==> config.mk <==
export PLATFORM = sky130hd
export DESIGN_NAME = digital_clock_top
export DESIGN_NICKNAME = d
export VERILOG_FILES = /design/src/rtl/digital_clock_top.sv
export SDC_FILE = /design/constraint.sdc
export NUM_CORES = 1
export LEC_CHECK = 0
export CAP_MARGIN = 20
export CORE_UTILIZATION = 40
export CTS_CLUSTER_SIZE = 25
export DETAILED_ROUTE_END_ITERATION = 10
export GPL_ROUTABILITY_DRIVEN = 0
export SYNTH_ARGS = -nofsm -noshare
export SYNTH_HDL_FRONTEND = slang
export SYNTH_SLANG_ARGS = --single-unit
==> constraint.sdc <==
create_clock -name clk -period 3.1 [get_ports clk]
set_input_delay 0.465 -clock clk [delete_from_list [all_inputs] [get_ports clk]]
set_output_delay 0.465 -clock clk [all_outputs]
set_load 0.01 [all_outputs]
==> src/rtl/digital_clock_top.sv <==
// 24-hour HH:MM:SS clock: prescaler to a one-second tick, cascaded BCD digit
// registers, and one 7-segment decoder per digit (active-high, seg[0]=a).

module digital_clock_seg7 (
    input  logic [3:0] digit,
    output logic [6:0] seg
);

    // BCD digit to active-high segment pattern; anything else blanks
    always_comb begin
        case (digit)
            4'd0:    seg = 7'h3F;
            4'd1:    seg = 7'h06;
            4'd2:    seg = 7'h5B;
            4'd3:    seg = 7'h4F;
            4'd4:    seg = 7'h66;
            4'd5:    seg = 7'h6D;
            4'd6:    seg = 7'h7D;
            4'd7:    seg = 7'h07;
            4'd8:    seg = 7'h7F;
            4'd9:    seg = 7'h6F;
            default: seg = 7'h00;
        endcase
    end

endmodule

module digital_clock_top #(
    parameter int TICK_DIV = 100_000_000
) (
    input  logic       clk,
    input  logic       rst,
    output logic [6:0] seg_sec_unit,
    output logic [6:0] seg_sec_tens,
    output logic [6:0] seg_min_unit,
    output logic [6:0] seg_min_tens,
    output logic [6:0] seg_hour_unit,
    output logic [6:0] seg_hour_tens
);

    localparam int            CW   = $clog2(TICK_DIV);
    localparam logic [CW-1:0] LAST = CW'(TICK_DIV - 1);

    logic [CW-1:0] count_q, count_d;
    logic          tick_s;

    logic [3:0] sec_unit_q,  sec_unit_d;
    logic [3:0] sec_tens_q,  sec_tens_d;
    logic [3:0] min_unit_q,  min_unit_d;
    logic [3:0] min_tens_q,  min_tens_d;
    logic [3:0] hour_unit_q, hour_unit_d;
    logic [3:0] hour_tens_q, hour_tens_d;

    // Prescaler: tick is high during the last count so digits advance on the wrap edge
    always_comb begin
        tick_s = (count_q == LAST);
        if (tick_s) begin
            count_d = '0;
        end else begin
            count_d = count_q + CW'(1);
        end
    end

    // Cascaded BCD increment; every carry resolves within the tick cycle
    always_comb begin
        sec_unit_d  = sec_unit_q;
        sec_tens_d  = sec_tens_q;
        min_unit_d  = min_unit_q;
        min_tens_d  = min_tens_q;
        hour_unit_d = hour_unit_q;
        hour_tens_d = hour_tens_q;
        if (tick_s) begin
            if (sec_unit_q == 4'd9) begin
                sec_unit_d = 4'd0;
                if (sec_tens_q == 4'd5) begin
                    sec_tens_d = 4'd0;
                    if (min_unit_q == 4'd9) begin
                        min_unit_d = 4'd0;
                        if (min_tens_q == 4'd5) begin
                            min_tens_d = 4'd0;
                            // 23 wraps to 00 before the generic units carry applies
                            if ((hour_tens_q == 4'd2) && (hour_unit_q == 4'd3)) begin
                                hour_tens_d = 4'd0;
                                hour_unit_d = 4'd0;
                            end else if (hour_unit_q == 4'd9) begin
                                hour_unit_d = 4'd0;
                                hour_tens_d = hour_tens_q + 4'd1;
                            end else begin
                                hour_unit_d = hour_unit_q + 4'd1;
                            end
                        end else begin
                            min_tens_d = min_tens_q + 4'd1;
                        end
                    end else begin
                        min_unit_d = min_unit_q + 4'd1;
                    end
                end else begin
                    sec_tens_d = sec_tens_q + 4'd1;
                end
            end else begin
                sec_unit_d = sec_unit_q + 4'd1;
            end
        end else begin
            sec_unit_d = sec_unit_q;
        end
    end

    // State registers with asynchronous reset to 00:00:00 and a fresh prescaler
    always_ff @(posedge clk or posedge rst) begin
        if (rst) begin
            count_q     <= '0;
            sec_unit_q  <= 4'd0;
            sec_tens_q  <= 4'd0;
            min_unit_q  <= 4'd0;
            min_tens_q  <= 4'd0;
            hour_unit_q <= 4'd0;
            hour_tens_q <= 4'd0;
        end else begin
            count_q     <= count_d;
            sec_unit_q  <= sec_unit_d;
            sec_tens_q  <= sec_tens_d;
            min_unit_q  <= min_unit_d;
            min_tens_q  <= min_tens_d;
            hour_unit_q <= hour_unit_d;
            hour_tens_q <= hour_tens_d;
        end
    end

    digital_clock_seg7 u_seg_sec_unit  (.digit(sec_unit_q),  .seg(seg_sec_unit));
    digital_clock_seg7 u_seg_sec_tens  (.digit(sec_tens_q),  .seg(seg_sec_tens));
    digital_clock_seg7 u_seg_min_unit  (.digit(min_unit_q),  .seg(seg_min_unit));
    digital_clock_seg7 u_seg_min_tens  (.digit(min_tens_q),  .seg(seg_min_tens));
    digital_clock_seg7 u_seg_hour_unit (.digit(hour_unit_q), .seg(seg_hour_unit));
    digital_clock_seg7 u_seg_hour_tens (.digit(hour_tens_q), .seg(seg_hour_tens));

endmodule

## Word level (Yosys, flattened, before mapping)

Memory sizes are Yosys's and may differ from the RTL's.
Cells that the tools add are included.

| word-level totals | value |
|---|---|
| flip-flop bits (word level) | 51 |
| word-level logic and storage cells | 44 |
| input port bits | 2 |
| memories kept | 6 |
| output and inout bits | 42 |
| ROM bits | 672 |

| operators by class | value |
|---|---|
| add/subtract/negate cells | 7 |
| equality and inequality tests | 8 |
| reductions and logical operators | 7 |
| mux-type cells | 9 |

Memory list:

| name | depth | bits a word | rd ports | clocked after Yosys merged registers in | write ports | RTL line | text |
|---|---|---|---|---|---|---|---|
| (no name shown) | 16 | 7 | 1 | 0 | 0 | 11 | `case (digit)` |
| (no name shown) | 16 | 7 | 1 | 0 | 0 | 11 |  |
| (no name shown) | 16 | 7 | 1 | 0 | 0 | 11 |  |
| (no name shown) | 16 | 7 | 1 | 0 | 0 | 11 |  |
| (no name shown) | 16 | 7 | 1 | 0 | 0 | 11 |  |
| (no name shown) | 16 | 7 | 1 | 0 | 0 | 11 |  |

Operators with widths:

| cell | number |
|---|---|
| 4-bit two-way mux | 8 |
| 27-bit by 1-bit adder with 27-bit output, second input constant | 1 |
| 27-bit equality test, second input constant | 1 |
| 27-bit two-way mux | 1 |
| 4-bit by 1-bit adder with 4-bit output, second input constant | 6 |
| 4-bit equality test, second input constant | 3 |
| 4-bit by 2-bit equality test with 1-bit output, second input constant | 2 |
| 4-bit by 3-bit equality test with 1-bit output, second input constant | 2 |
| 6-bit AND reduction | 1 |
| 5-bit AND reduction | 1 |
| 4-bit AND reduction | 1 |
| 3-bit AND reduction | 1 |
| 2-bit AND reduction | 1 |
| 2-bit nonzero test | 1 |
| 1-bit logical AND | 1 |

## Depth between registers and ports, before layout

Gate-level depths: netlist of run 1.

| depth | value |
|---|---|
| word-level depth | 4 |
| gate-level depth with buffers | 8 |
| depth with buffers taken out | 7 |

## Modules after synthesis

From an unflattened synthesis of run 1, not the netlist that was laid out.

| second synthesis, totals | value |
|---|---|
| cells, all modules | 420 |
| area, all modules | 3,926.3 um^2 |

Modules (own cells, without submodules):

| module | cells an instance | area each (um^2) | sequential area each (um^2) | instances |
|---|---|---|---|---|
| digital_clock_top | 258 | 2,663.8 | 1,276.2 | 1 |
| digital_clock_seg7 (u_seg_hour_tens ...) | 26 | 201.4 | 0.0 | 3 |
| digital_clock_seg7 (u_seg_min_tens ...) | 28 | 219.0 | 0.0 | 2 |
| digital_clock_seg7 (u_seg_hour_unit) | 28 | 220.2 | 0.0 | 1 |

## Least setup slack after synthesis of run 1

OpenSTA, ideal clock, no wires.

| timing | value |
|---|---|
| kind | flip-flop to flip-flop |
| start point | register count_q[9] |
| end point | register hour_tens_q[2] |
| slack | 0.908 ns |
| period minus slack after synthesis | 2.192 ns |
| cell stages (with the launch flop) | 6 |
| library setup time | 0.125 ns |
| data arrival time | 2.067 ns |
| buffers on the path | 0 |
| data required time | 2.975 ns |
| cells stage by stage | dfrtp_1 > or4_4 > nor4_4 > nand2_1 > nor4_1 > mux2_2 |

| between the ends | value |
|---|---|
| word-level cells in the longest chain between the ends | 2 |

RTL lines:

| element | RTL line | text |
|---|---|---|
| start: declaration | 44 | `logic [CW-1:0] count_q, count_d;` |
| start signal: assignment | 119 | `count_q <= count_d;` |
| 27-bit equality test | 56 | `tick_s = (count_q == LAST);` |
| 6-bit AND reduction (no line) | -- |  |
| end signal: assignment | 125 | `hour_tens_q <= hour_tens_d;` |
| end: declaration | 52 | `logic [3:0] hour_tens_q, hour_tens_d;` |

No other way between the ends.
A chain may end at the register's enable or synchronous reset.

## Worst setup path after layout of run 1

| timing | value |
|---|---|
| start point | register min_tens_q[1] |
| end point | output seg_min_tens[3] |

| between the ends | value |
|---|---|
| word-level cells in the longest chain between the ends | 1 |

RTL lines:

| element | RTL line | text |
|---|---|---|
| start: declaration | 50 | `logic [3:0] min_tens_q, min_tens_d;` |
| start signal: assignment | 123 | `min_tens_q <= min_tens_d;` |
| memory read 16 x 7 bit | -- |  |
| end: declaration | 36 | `output logic [6:0] seg_min_tens,` |

No other way between the ends.

==> impl_metrics.env, run 1 <==
export IMPL_outcome="finished, final reports clean"
export IMPL_fin_hold_ws_ns=0.492
export IMPL_syn_area_mm2=0.00375
export IMPL_fin_skew_ns=0.00924
export IMPL_post_cts_setup_buffer_count=0
export IMPL_cp_arrival_ns=2.12
export IMPL_p_per_area_mw_per_mm2=239
export IMPL_netSwitchingFraction=0.211
export IMPL_wirelength_um=7720
export IMPL_num_rows=34
export IMPL_power_internal_uw=826
export IMPL_clock_sinks=51
export IMPL_final_area_mm2=0.00439
export IMPL_die_w_um=98.9
export IMPL_cts_made_buffers=5
export IMPL_hpwl_um=5690
export IMPL_period_share=0.835
export IMPL_fin_crit_ns=2.59
export IMPL_power_switching_uw=221
export IMPL_grt_first_pass_wirelength_um=13800
export IMPL_cts_tree="yes"
export IMPL_ys_seq_area_frac=0.340
export IMPL_die_y_um=98.9
export IMPL_tightest_slew_ns=0.611
export IMPL_drc_errors=0
export IMPL_syn_to_final_growth_pct=17.0
export IMPL_r2r_cells=5
export IMPL_maxSlewHeadroom=0.590
export IMPL_drt_iter0_markers=142
export IMPL_endpoint_kind="output pin"
export IMPL_yosys_warnings=0
export IMPL_fmax_ghz=0.387
export IMPL_coreArea_mm2=0.00889
export IMPL_top_level_ports=44
export IMPL_drive_above_1_share=0.0553
export IMPL_root_buffer="clkbuf_8"
export IMPL_regArea_mm2=0.00128
export IMPL_synth_avg_cell_area_um2=8.81
export IMPL_p_leak_nw=1.97
export IMPL_start_kind="register"
export IMPL_postSynth_asyncResetShare=1.00
export IMPL_via_per_inst=5.34
export IMPL_setup_viol=0
export IMPL_comb_power_share=0.015
export IMPL_finalHoldViolCount=0
export IMPL_cts_path_max_buffers=2
export IMPL_drt_pass1_iter_count=4
export IMPL_htree_levels=2
export IMPL_clockPowerShare=0.350
export IMPL_ys_ff_latch=51
export IMPL_hold_path_class="register to register"
export IMPL_start_util=0.422
export IMPL_cap_violations=0
export IMPL_grt_pass1_vias=2943
export IMPL_critPathKind="register to output pin"
export IMPL_io_buffers=43
export IMPL_final_nets=516
export IMPL_synthFlopType="dfrtp_1"
export IMPL_track_usage=0.168
export IMPL_crit_path_max_fanout=9
export IMPL_setup_tns_ns=0
export IMPL_fp_dieArea_mm2=0.00978
export IMPL_nFillCells=844
export IMPL_synth_edf_count=0
export IMPL_diodes=0
export IMPL_synth_cells=426
export IMPL_yosysUniqueCellTypes=47
export IMPL_drv_slew=0
export IMPL_postRouteAntennaNets=0
export IMPL_grt_remaining_overflow=0
export IMPL_grt_max_degree=25
export IMPL_clock_latency_ns=0.30
export IMPL_vias=3089
export IMPL_antenna_found_initial=0
export IMPL_min_path_cells=1
export IMPL_placed_cell_area_mm2=0.00431
export IMPL_synthesis_nets=473
export IMPL_wl_per_cell_um=13.4
export IMPL_pwr_share_seq=0.634
export IMPL_clk_pin_slew_ns=0.09
export IMPL_hold_buffers=0
export IMPL_multi_input_area_mm2=0.00230
export IMPL_crit_required_ns=2.63
export IMPL_rsz0062_at_grt="no"
export IMPL_cts_resized=0
export IMPL_worst_ir_drop_vdd_mv=0.184
==> through the flow <==
stage	utilization	worst slack, ns	power, mW	cells
floorplan	-	0.908	0.688	426
global placement	0.485	0.678	0.695	570
detailed placement	0.485	0.610	0.695	570
CTS	0.494	0.492	1.07	578
global route	0.494	0.315	1.10	578
finish	0.494	0.513	1.05	578
==> synth_stat cells, types with 3 or more instances <==
cell type / count / area [µm²]
nor3_1: 4 / 20.0
a21o_1: 6 / 45.0
clkbuf_1: 10 / 37.5
mux2i_1: 8 / 80.1
nand2b_1: 8 / 50.1
and3_1: 5 / 31.3
xnor2_1: 14 / 123
nand2_1: 31 / 116
mux2_2: 5 / 56.3
nand4_1: 16 / 100
dfrtp_1: 51 / 1280
ha_1: 45 / 563
nor2_1: 40 / 150
nand3_1: 20 / 100
inv_1: 35 / 131
a21oi_1: 14 / 70.1
nor2b_1: 3 / 18.8
o21ai_0: 42 / 210
xor2_1: 13 / 114
o21a_1: 3 / 22.5
nand3b_1: 4 / 30.0
nor4_1: 4 / 25.0
o22ai_1: 13 / 81.3
==> worst max-delay path, cell delays in order (launching register included) <==
cell and delay (ns):
dfrtp_1 0.52, inv_1 0.14, ha_1 0.25, nor2_1 0.14
a21oi_1 0.05, o21ai_0 0.16, clkdlybuf4s50_1 0.56
==> power groups by stage <==
stage	combinational (mW)	sequential (mW)	clock, mW
after floorplan	0.00973	0.678	0
after global placement	0.0172	0.678	0
after detailed placement	0.0176	0.678	0
after CTS	0.0177	0.665	0.386
after global routing	0.0197	0.665	0.412
final	0.0162	0.665	0.367
==> cell families after synthesis <==
family	after synthesis	share of synthesized area
flops	51	0.340
compound gates	91	0.142
xor+xnor	27	0.0630
mux	13	0.0363
simple gates	152	0.221
fa+ha+maj	45	0.150
buf+inv	47	0.0477
==> path summary, 6_finish.rpt <==
| kind | start | to | slack (ns) |
|---|---|---|---|
| worst max-delay path | min_tens_q[1] | seg_min_tens[3] | 0.51 |
| worst min-delay path | count_q[0] | count_q[0] | 0.49 |
| worst max register to register | count_q[9] | sec_tens_q[3] | 0.60 |
| worst min register to register | count_q[0] | count_q[0] | 0.49 |
| max in group asynchronous | rst | count_q[4] | 1.98 |
| min in group asynchronous | rst | min_unit_q[0] | 0.51 |
==> metal layers <==
layer  track usage  share of wire  up-vias
met5             0              0        -
met4        0.0276         0.0036        0
met3        0.0248          0.022        4
met2         0.273           0.47       38
met1         0.241           0.50     1473
li1              -              -     1574
==> state kept, by name (all words and copies together), names as in the netlist <==
| register | count |
|---|---|
| sec_unit_q | 4 |
| min_tens_q | 4 |
| hour_unit_q | 4 |
| min_unit_q | 4 |
| hour_tens_q | 4 |
| count_q | 27 |
| sec_tens_q | 4 |
==> layout make-up <==
class / instances / area share
multi-input cells: 328 / 0.524
clock buffers: 7 / 0.0174
clock inverters: 1 / 0.00114
flip-flops and latches: 51 / 0.291
repair buffers: 48 / 0.107
inverters: 35 / 0.0299
well taps: 108 / 0.0308
==> cell usage in the layout, fill, tap and decap left out, types with 2 or more instances in the layout <==
| master | n |
|---|---|
| nor3_1 | 4 |
| nand3_1 | 20 |
| a21oi_1 | 14 |
| o22ai_1 | 13 |
| inv_1 | 34 |
| nor2_1 | 40 |
| nor2b_1 | 3 |
| nand2_1 | 31 |
| clkbuf_1 | 2 |
| and4_1 | 2 |
| dfrtp_1 | 51 |
| o21ai_0 | 42 |
| mux2_2 | 5 |
| and3_1 | 5 |
| buf_4 | 5 |
| and2_1 | 2 |
| ha_1 | 45 |
| clkbuf_8 | 5 |
| xor2_1 | 13 |
| o21a_1 | 3 |
| or4bb_1 | 2 |
| nand4_1 | 16 |
| a21o_1 | 6 |
| xnor2_1 | 14 |
| mux2i_1 | 8 |
| o211ai_1 | 2 |
| clkdlybuf4s50_1 | 43 |
| or4_4 | 2 |
| nand2b_1 | 8 |
| nor4_1 | 4 |
| nand3b_1 | 4 |
| nor4_4 | 2 |
| a22o_1 | 2 |
(Power assumes the default switching activity.)
==> run 2: changes to the inputs <==
==> constraint.sdc (replaced) <==
create_clock -name clk -period 2.32 [get_ports clk]
set_input_delay 0.348 -clock clk [delete_from_list [all_inputs] [get_ports clk]]
set_output_delay 0.348 -clock clk [all_outputs]
set_load 0.01 [all_outputs]
==> impl_metrics.env, run 2 (synthesis gave the netlist of run 1 again) <==
export IMPL_outcome="finished, final reports clean"
export IMPL_cts_path_max_buffers=2
export IMPL_power_mw=1.47
export IMPL_post_place_ws_ns=0.118
export IMPL_rsz0062_at_grt="no"
export IMPL_grt_remaining_overflow=0
export IMPL_comb_power_share=0.016
export IMPL_start_kind="register"
export IMPL_pwr_share_seq=0.605
export IMPL_grt_first_pass_wirelength_um=13900
export IMPL_grt_use_met2=0.299
export IMPL_cp_arrival_ns=1.88
export IMPL_clock_sinks=51
export IMPL_power_internal_mw=1.16
export IMPL_cp_slowest_cell="clkdlybuf4s50_1"
export IMPL_wl_per_cell_um=13.4
export IMPL_fin_crit_ns=2.23
export IMPL_crit_required_ns=1.97
export IMPL_cts_tree="yes"
export IMPL_cts_made_buffers=5
export IMPL_worst_ir_drop_vdd_mv=0.247
export IMPL_drive_above_1_share=0.135
export IMPL_finalHoldViolCount=0
export IMPL_die_y_um=98.9
export IMPL_layout_common_cells="ha_1 (45), dfrtp_1 (43), o21ai_0 (42), nor2_1 (40), nand2_1 (31)"
export IMPL_antenna_found_initial=0
export IMPL_top_level_ports=44
export IMPL_num_rows=34
export IMPL_hold_buffers=0
export IMPL_fin_skew_ns=0.00950
export IMPL_syn_to_final_growth_pct=24.8
export IMPL_fmax_ghz=0.449
export IMPL_critPathKind="register to output pin"
export IMPL_cap_violations=0
export IMPL_endpoint_kind="output pin"
export IMPL_grt_pass1_vias=3150
export IMPL_slowest_delay_ns=0.56
export IMPL_cp_common_cell="inv_1"
export IMPL_nFillCells=814
export IMPL_largest_register="count_q"
export IMPL_die_w_um=98.9
export IMPL_final_cell_count_no_fill=604
export IMPL_fin_ws_ns=0.0947
export IMPL_power_switching_uw=304
export IMPL_fin_util=0.527
export IMPL_multi_input_area_mm2=0.00230
export IMPL_r2r_cells=5
export IMPL_io_buffers=43
export IMPL_p_leak_nw=2.14
export IMPL_drt_pass1_iter_count=4
export IMPL_clockPowerShare=0.380
export IMPL_clk_pin_slew_ns=0.10
export IMPL_maxSlewHeadroom=0.583
export IMPL_busiest_layer="met2"
export IMPL_root_buffer="clkbuf_8"
export IMPL_diodes=0
export IMPL_drc_errors=0
export IMPL_final_common_cell="ha_1"
export IMPL_postRouteAntennaNets=0
export IMPL_period_share=0.959
export IMPL_clock_latency_ns=0.30
export IMPL_setup_tns_ns=0
export IMPL_setup_viol=0
export IMPL_grt_util_met1=0.226
export IMPL_largest_reg_flops=27
export IMPL_htree_levels=2
export IMPL_p_per_area_mw_per_mm2=314
export IMPL_path_cells="inv_1, ha_1, inv_1, o21ai_0, clkdlybuf4s50_1"
export IMPL_netSwitchingFraction=0.207
export IMPL_coreArea_mm2=0.00889
export IMPL_wirelength_um=8110
export IMPL_fp_dieArea_mm2=0.00978
export IMPL_tightest_slew_ns=0.618
export IMPL_grt_use_met3=0.0248
export IMPL_track_usage=0.172
export IMPL_start_util=0.422
export IMPL_hold_path_class="input pin to async pin"
export IMPL_via_per_inst=5.40
export IMPL_hpwl_um=5890
export IMPL_crit_path_max_fanout=5
export IMPL_final_nets=542
export IMPL_place_inst=586
export IMPL_regArea_mm2=0.00129
export IMPL_drt_iter0_markers=146
export IMPL_drv_slew=0
export IMPL_vias=3263
export IMPL_grt_max_degree=52
==> run 2: changes by cell type in the layout (fill, tap and decap cells not counted), sizes merged <==
cell           previous run  this run
buf                       5        31
dlygate4sd2               0         5
clkinv                    1         0
clkdlybuf4s50            43        21
clkinvlp                  0         1
dlymetal6s2s              0        17
==> run 2: what timing repair did <==
item,in CTS,in global routing
buffers inserted,3,7
setup endpoints to repair,17,24
gates resized for setup,12,23
==> run 2: stage by stage <==
step,hold WS (ns),area (µm²)
after global placement,0.474,4450
after detailed placement,0.479,4450
after global routing,0.456,4680
final,0.404,4680
after floorplan,0.455,3750
after CTS,0.420,4580
==> run 2: power by group through the flow <==
stage          Clock (mW)  Sequential (mW)  Combinational [mW]
2_1_floorplan           0            0.906              0.0130
5_1_grt             0.617            0.888              0.0278
3_5_place_dp            0            0.906              0.0245
3_3_place_gp            0            0.906              0.0245
4_1_cts             0.581            0.888              0.0249
6_report            0.558            0.888              0.0231
==> run 2: routing by layer <==
layer | wire [µm] | vias to the layer above
li1 | - | 1622
met1 | 3910 | 1589
met2 | 3920 | 44
met3 | 189 | 8
met4 | 84 | 0
met5 | 0 | -
==> run 2: critical path, delay by kind of cell (launching register included) <==
family,cells,cell delay (ns)
adder cells (fa/ha/maj),1,0.30
flip-flops,1,0.41
buffers and inverters,3,0.72
AO/OA/AOI/OAI,1,0.16
==> run 2: final timing paths <==
check / start / slack [ns] / endpoint
max in group asynchronous: rst / 1.67 / count_q[11]
min in group clk: count_q[0] / 0.49 / count_q[0]
max: hour_tens_q[1] / 0.09 / seg_hour_tens[3]
max reg2reg: count_q[9] / 0.12 / hour_tens_q[2]
min: rst / 0.40 / min_unit_q[0]
min reg2reg: count_q[0] / 0.49 / count_q[0]
==> run 2: layout make-up <==
cell class                      instances  share of cell area
Clock buffer                            7              0.0206
Inverter                               35              0.0281
Tap cell                              108              0.0289
Sequential cell                        51               0.275
Multi-Input combinational cell        328               0.492
Timing Repair Buffer                   74               0.155
Clock inverter                          1             0.00160
